==> src/rtl/lfsr_msg_decrypt.sv <==
// rtl/lfsr_msg_decrypt.sv - LFSR message decrypt engine for parity-tagged cipher images
module lfsr_msg_decrypt #(
    parameter logic [7:0]  SRC_BASE = 8'd64,
    parameter logic [7:0]  DST_BASE = 8'd0,
    parameter int unsigned MSG_MAX  = 52,
    parameter int unsigned N_CHECK  = 8
) (
    input  logic       Clk,
    input  logic       Reset,
    input  logic       Start,
    output logic       Ack,
    output logic [7:0] mem_addr,
    input  logic [7:0] mem_rd_data,
    output logic       mem_wr_en,
    output logic [7:0] mem_wr_data,
    output logic [3:0] ptrn_idx,
    output logic [6:0] parity_errs,
    output logic       search_fail
);

    localparam logic [6:0] MSG_MAX_W = 7'(MSG_MAX);
    localparam logic [5:0] N_CHECK_W = 6'(N_CHECK);
    localparam logic [5:0] LAST_BYTE = 6'd63;
    localparam logic [3:0] LAST_PTRN = 4'd8;

    // S_DEC_WR is the write half of a decoded byte: the single memory port
    // cannot read the next cipher byte while the registered write is out.
    typedef enum logic [2:0] {
        S_IDLE,
        S_SEED,
        S_SEARCH,
        S_DECODE,
        S_DEC_WR,
        S_FILL,
        S_DONE
    } state_t;

    state_t     state_q, state_d;
    logic [5:0] idx_q, idx_d;       // cipher byte offset being read
    logic [3:0] pidx_q, pidx_d;     // candidate pattern under test
    logic [6:0] seed_q, seed_d;
    logic [6:0] lfsr_q, lfsr_d;     // keystream value for the byte at idx_q
    logic [6:0] k_q, k_d;           // output bytes issued so far
    logic       lead_q, lead_d;     // still inside the zero preamble
    logic [6:0] perr_q, perr_d;
    logic       sfail_q, sfail_d;
    logic [3:0] ptrn_q, ptrn_d;
    logic       ack_q, ack_d;
    logic       wr_en_q, wr_en_d;
    logic [7:0] wr_addr_q, wr_addr_d;
    logic [7:0] wr_data_q, wr_data_d;

    logic [6:0] rd_low;
    logic       par_bad;
    logic [6:0] plain;

    function automatic logic [6:0] ptrn_of(input logic [3:0] p);
        logic [6:0] t;
        case (p)
            4'd0:    t = 7'h60;
            4'd1:    t = 7'h48;
            4'd2:    t = 7'h78;
            4'd3:    t = 7'h72;
            4'd4:    t = 7'h6A;
            4'd5:    t = 7'h69;
            4'd6:    t = 7'h5C;
            4'd7:    t = 7'h7E;
            default: t = 7'h7B;
        endcase
        return t;
    endfunction

    function automatic logic [6:0] lfsr_step(input logic [6:0] s, input logic [6:0] taps);
        return {s[5:0], ^(s & taps)};
    endfunction

    assign rd_low      = mem_rd_data[6:0];
    assign par_bad     = mem_rd_data[7] ^ (^mem_rd_data[6:0]);
    assign plain       = rd_low ^ lfsr_q;

    assign Ack         = ack_q;
    assign mem_wr_en   = wr_en_q;
    assign mem_wr_data = wr_data_q;
    assign ptrn_idx    = ptrn_q;
    assign parity_errs = perr_q;
    assign search_fail = sfail_q;

    // State and datapath registers; reset aborts any run in flight.
    always_ff @(posedge Clk or posedge Reset) begin
        if (Reset) begin
            state_q   <= S_IDLE;
            idx_q     <= '0;
            pidx_q    <= '0;
            seed_q    <= '0;
            lfsr_q    <= '0;
            k_q       <= '0;
            lead_q    <= 1'b0;
            perr_q    <= '0;
            sfail_q   <= 1'b0;
            ptrn_q    <= 4'hF;
            ack_q     <= 1'b0;
            wr_en_q   <= 1'b0;
            wr_addr_q <= '0;
            wr_data_q <= '0;
        end else begin
            state_q   <= state_d;
            idx_q     <= idx_d;
            pidx_q    <= pidx_d;
            seed_q    <= seed_d;
            lfsr_q    <= lfsr_d;
            k_q       <= k_d;
            lead_q    <= lead_d;
            perr_q    <= perr_d;
            sfail_q   <= sfail_d;
            ptrn_q    <= ptrn_d;
            ack_q     <= ack_d;
            wr_en_q   <= wr_en_d;
            wr_addr_q <= wr_addr_d;
            wr_data_q <= wr_data_d;
        end
    end

    // Next-state, datapath updates and the shared memory address.
    always_comb begin
        state_d   = state_q;
        idx_d     = idx_q;
        pidx_d    = pidx_q;
        seed_d    = seed_q;
        lfsr_d    = lfsr_q;
        k_d       = k_q;
        lead_d    = lead_q;
        perr_d    = perr_q;
        sfail_d   = sfail_q;
        ptrn_d    = ptrn_q;
        ack_d     = ack_q;
        wr_en_d   = 1'b0;
        wr_addr_d = wr_addr_q;
        wr_data_d = wr_data_q;
        mem_addr  = 8'h00;

        // A pending write owns the port; otherwise the read address follows idx.
        if (wr_en_q) begin
            mem_addr = wr_addr_q;
        end else begin
            case (state_q)
                S_SEED:             mem_addr = SRC_BASE;
                S_SEARCH, S_DECODE: mem_addr = SRC_BASE + {2'b00, idx_q};
                default:            mem_addr = 8'h00;
            endcase
        end

        case (state_q)
            S_IDLE: begin
                if (!Start) begin
                    perr_d  = '0;
                    sfail_d = 1'b0;
                    ptrn_d  = 4'hF;
                    state_d = S_SEED;
                end
            end

            // Preamble plaintext is zero, so the first cipher byte is the seed itself.
            S_SEED: begin
                seed_d = rd_low;
                if (rd_low == 7'd0) begin
                    sfail_d = 1'b1;
                    ack_d   = 1'b1;
                    state_d = S_DONE;
                end else begin
                    pidx_d  = 4'd0;
                    idx_d   = 6'd1;
                    lfsr_d  = lfsr_step(rd_low, ptrn_of(4'd0));
                    state_d = S_SEARCH;
                end
            end

            S_SEARCH: begin
                if (rd_low == lfsr_q) begin
                    if (idx_q == N_CHECK_W) begin
                        ptrn_d  = pidx_q;
                        idx_d   = 6'd0;
                        lfsr_d  = seed_q;
                        k_d     = 7'd0;
                        lead_d  = 1'b1;
                        state_d = S_DECODE;
                    end else begin
                        idx_d  = idx_q + 6'd1;
                        lfsr_d = lfsr_step(lfsr_q, ptrn_of(pidx_q));
                    end
                end else if (pidx_q == LAST_PTRN) begin
                    sfail_d = 1'b1;
                    ack_d   = 1'b1;
                    state_d = S_DONE;
                end else begin
                    pidx_d = pidx_q + 4'd1;
                    idx_d  = 6'd1;
                    lfsr_d = lfsr_step(seed_q, ptrn_of(pidx_q + 4'd1));
                end
            end

            S_DECODE: begin
                if (par_bad && (perr_q != 7'h7F)) begin
                    perr_d = perr_q + 7'd1;
                end
                lfsr_d = lfsr_step(lfsr_q, ptrn_of(ptrn_q));
                if (lead_q && (plain == 7'd0)) begin
                    if (idx_q == LAST_BYTE) begin
                        state_d = S_FILL;
                    end else begin
                        idx_d = idx_q + 6'd1;
                    end
                end else begin
                    lead_d    = 1'b0;
                    wr_en_d   = 1'b1;
                    wr_addr_d = DST_BASE + {1'b0, k_q};
                    wr_data_d = {1'b0, plain} + 8'h20;
                    k_d       = k_q + 7'd1;
                    state_d   = S_DEC_WR;
                end
            end

            S_DEC_WR: begin
                if (k_q == MSG_MAX_W) begin
                    ack_d   = 1'b1;
                    state_d = S_DONE;
                end else if (idx_q == LAST_BYTE) begin
                    state_d = S_FILL;
                end else begin
                    idx_d   = idx_q + 6'd1;
                    state_d = S_DECODE;
                end
            end

            // One extra cycle after the last issue lets that write retire before DONE.
            S_FILL: begin
                if (k_q < MSG_MAX_W) begin
                    wr_en_d   = 1'b1;
                    wr_addr_d = DST_BASE + {1'b0, k_q};
                    wr_data_d = 8'h20;
                    k_d       = k_q + 7'd1;
                end else begin
                    ack_d   = 1'b1;
                    state_d = S_DONE;
                end
            end

            S_DONE: begin
                if (Start) begin
                    ack_d   = 1'b0;
                    state_d = S_IDLE;
                end
            end

            default: begin
                state_d = S_IDLE;
            end
        endcase
    end

endmodule

==> config.mk <==
export PLATFORM = sky130hd
export DESIGN_NAME = lfsr_msg_decrypt
export DESIGN_NICKNAME = d
export VERILOG_FILES = /design/src/rtl/lfsr_msg_decrypt.sv
export SDC_FILE = /design/constraint.sdc
export NUM_CORES = 1
export LEC_CHECK = 0
export CORE_MARGIN = 2
export CORE_UTILIZATION = 28
export CTS_BUF_LIST = sky130_fd_sc_hd__clkbuf_8 sky130_fd_sc_hd__clkbuf_16
export DETAILED_ROUTE_END_ITERATION = 12
export GPL_TIMING_DRIVEN = 0
export PLACE_DENSITY = 0.47
export SYNTH_ARGS = -nofsm -noshare
export SYNTH_HDL_FRONTEND = slang
export SYNTH_SLANG_ARGS = --single-unit
export TNS_END_PERCENT = 5
==> constraint.sdc <==
create_clock -name Clk -period 4.55 [get_ports Clk]
set_input_delay 0.91 -clock Clk [delete_from_list [all_inputs] [get_ports Clk]]
set_output_delay 0.91 -clock Clk [all_outputs]
set_load 0.02 [all_outputs]
==> flow_summary.ini <==
[outcome]
status = complete, no violations

[sta]
setup_ws_ns = 0.8703
slew_headroom_pct = 36.39
hold_violations = 0
hold_ws_ns = 0.4779
setup_violations = 0
finalClockSkew_ns = 0.007026
slew_violations = 0
rsz0062_at_grt = no
min_period_ns = 3.680
period_share_pct = 80.87
setup_tns_ns = 0
worst_slew_pin_slew_ns = 0.9468
timing.fmax_mhz = 271.8

[setup_path]
critPathMaxFanout = 10
cp.required_ns = 4.78
crit_arrival_ns = 3.91
crit-reg2reg-launch = lfsr_q[5]
cp-end-kind = flip-flop
rr_worst_depth = 9
worst-setup-path-type = input pin to flip-flop
r2r_end = idx_q[5]
critPathLaunchType = input pin
regToRegSetupSlack_ns = 1.53

[placed_design]
gp_congestion = 0.8398
place_hpwl_mm = 9.232
place_ws_ns = 0.5351
dp.cells = 759
io_buffer_count = 39

[grt]
use_met2_pct = 25.72
antenna_found_initial = 0
grt_max_degree = 65
grt_pass1_vias = 3803
use_met3_pct = 4.170
overflow = 0
grt_pass1_wl_mm = 20.13
track_usage_pct = 15.61
grt.busiest_layer = met2
met1_usage_pct = 20.17

[floorplanning]
dieArea_sq_um = 16790
num_rows = 45
die_x_microns = 129.6
start_util_pct = 28.83
io-pin-count = 41
core_sq_um = 15310
fp.dieH_microns = 129.6

[pwr]
ir_worst_vdd_mv = 0.3538
power.leakage_nw = 2.232
powerDensity_nw_per_um2 = 663.5
total_power_mw = 3.531

[route]
via_count = 3937
vias_per_cell = 5.100
ant_nets = 0
firstDrtPassIters = 8
wl_per_cell_microns = 16.20
drc = 0
totalWireLength_mm = 12.51
drtIter0Drc = 318

[cells_and_area]
stdcell_count = 772
nets = 588
fillers = 1624
final_layout_size_suffix_gt1_share_pct = 9.982
n_antenna_cell = 0
area_growth_pct = 20.52

[clock_network]
ctsRootBufferMaster = clkbuf_16
htree_levels = 3
hold_buffers = 0
cts_resized = 0
cts_inserted_buffers = 9
max-clock-path-buffers = 2
path_clk_slew_ns = 0.05
clock_sinks = 64
cts_setup_buffers = 0
cts_tree = built
clk_latency_ns = 0.34

[synth]
yosysSeqAreaShare_pct = 36.38
synthCells = 509
ys_seq_elements = 64
synthArstFlopShare_pct = 100.0
synth_nets = 538
synth_ff_type = dfrtp_1
synth-edff-count = 0
synth_area_sq_um = 4415
synthDistinctLibCells = 78
yosysWarnings = 0
avgSynthCellArea_sq_um = 8.675

[worst_hold_path]
min_to = mem_wr_data[3]
hold_class = flip-flop to flip-flop
min_path_cells = 2
hp-start = mem_wr_data[3]

[run]
maxCapViolations = 0
==> layout make-up <==
cell class	count	area (sq um)	area share (%)
multi-input combinational	387	2547	47.87
tap	211	264.0	4.961
timing repair buffer	39	390.4	7.336
clock buffer	9	225.2	4.232
buffer	31	163.9	3.080
sequential	64	1607	30.19
inverter	27	106.4	1.999
clock inverter	4	17.52	0.3292
==> critical path: stages <==
cell,delay (ns)
clkdlybuf4s50_1,0.55
xnor2_1,0.44
nand3_1,0.34
o21ai_1,0.53
o22ai_1,0.16
or3_1,0.37
buf_2,0.20
o21bai_1,0.17
a22o_1,0.24
==> kinds of logic after synthesis <==
family | share of synthesized area, %
other cells | 0.08493
flops | 36.38
compound gates | 22.02
mux | 3.882
xor+xnor | 6.234
fa+ha+maj | 5.101
buf+inv | 6.064
simple gates | 20.23
==> report_power, final <==
part / internal [mW] / switching (mW)
combinational: 0.818 / 1.15
clock: 0.352 / 0.246
sequential: 0.769 / 0.196
==> worst max-delay path by stage <==
stage,start,endpoint,slack [ns],depth (start not counted)
final,mem_rd_data[5],idx_q[5],0.87,9
after global routing,mem_rd_data[5],idx_q[5],0.81,9
after CTS,mem_rd_data[5],idx_q[5],0.90,9
after detailed placement,mem_rd_data[5],idx_q[5],0.54,9
after global placement,mem_rd_data[5],idx_q[5],0.51,9
after floorplan,mem_rd_data[1],k_q[4],1.84,8
==> Yosys cell counts, types with 6 or more instances <==
library cell / count / area, sq um
a21o_1: 8 / 60.06
a21oi_1: 16 / 80.08
a222oi_1: 6 / 60.06
a31oi_1: 8 / 50.05
clkbuf_1: 18 / 67.56
dfrtp_1: 60 / 1501
ha_1: 18 / 225.2
inv_1: 26 / 97.59
mux2_2: 9 / 101.4
mux2i_1: 7 / 70.07
nand2_1: 73 / 274.0
nand2b_1: 7 / 43.79
nand3_1: 16 / 80.08
nor2_1: 36 / 135.1
nor2b_1: 8 / 50.05
nor3_1: 7 / 35.03
o21ai_0: 36 / 180.2
o31ai_1: 14 / 105.1
xnor2_1: 15 / 131.4
xor2_1: 12 / 105.1
==> state kept, by name, summed over array words and instances, names as in the netlist <==
register	flops
mem_wr_data	8
k_q	7
lfsr_q	7
parity_errs	7
seed_q	7
wr_addr_q	7
idx_q	6
pidx_q	4
ptrn_idx	4
state_q	3
Ack	1
lead_q	1
mem_wr_en	1
search_fail	1
==> metrics by stage <==
step / area, sq um / utilization (%)
3_5_place_dp: 5079 / 33.16
2_1_floorplan: 4415 / -
5_1_grt: 5321 / 34.75
3_3_place_gp: 5070 / 33.10
6_report: 5321 / 34.75
4_1_cts: 5321 / 34.75
==> layout by cell type, fill, tap and decap left out, types with 9 or more instances in the layout <==
cell             synthesis  final
nor2_1                  36     36
nand2_1                 73     73
dfrtp_1                 60     60
clkdlybuf4s50_1          0     39
xnor2_1                 15     15
nand3_1                 16     16
ha_1                    18     18
mux2_2                   9      9
o31ai_1                 14     14
a21oi_1                 16     16
o21ai_0                 36     36
clkbuf_16                0      9
clkbuf_1                18     18
inv_1                   26     27
xor2_1                  12     12
==> routing by layer <==
metal	routed length, microns	vias to the layer above
li1	-	1928
met1	5926	1908
met2	5838	85
met3	514	16
met4	228	0
met5	0	-
Note: power is estimated with default switching activity, not from simulation.
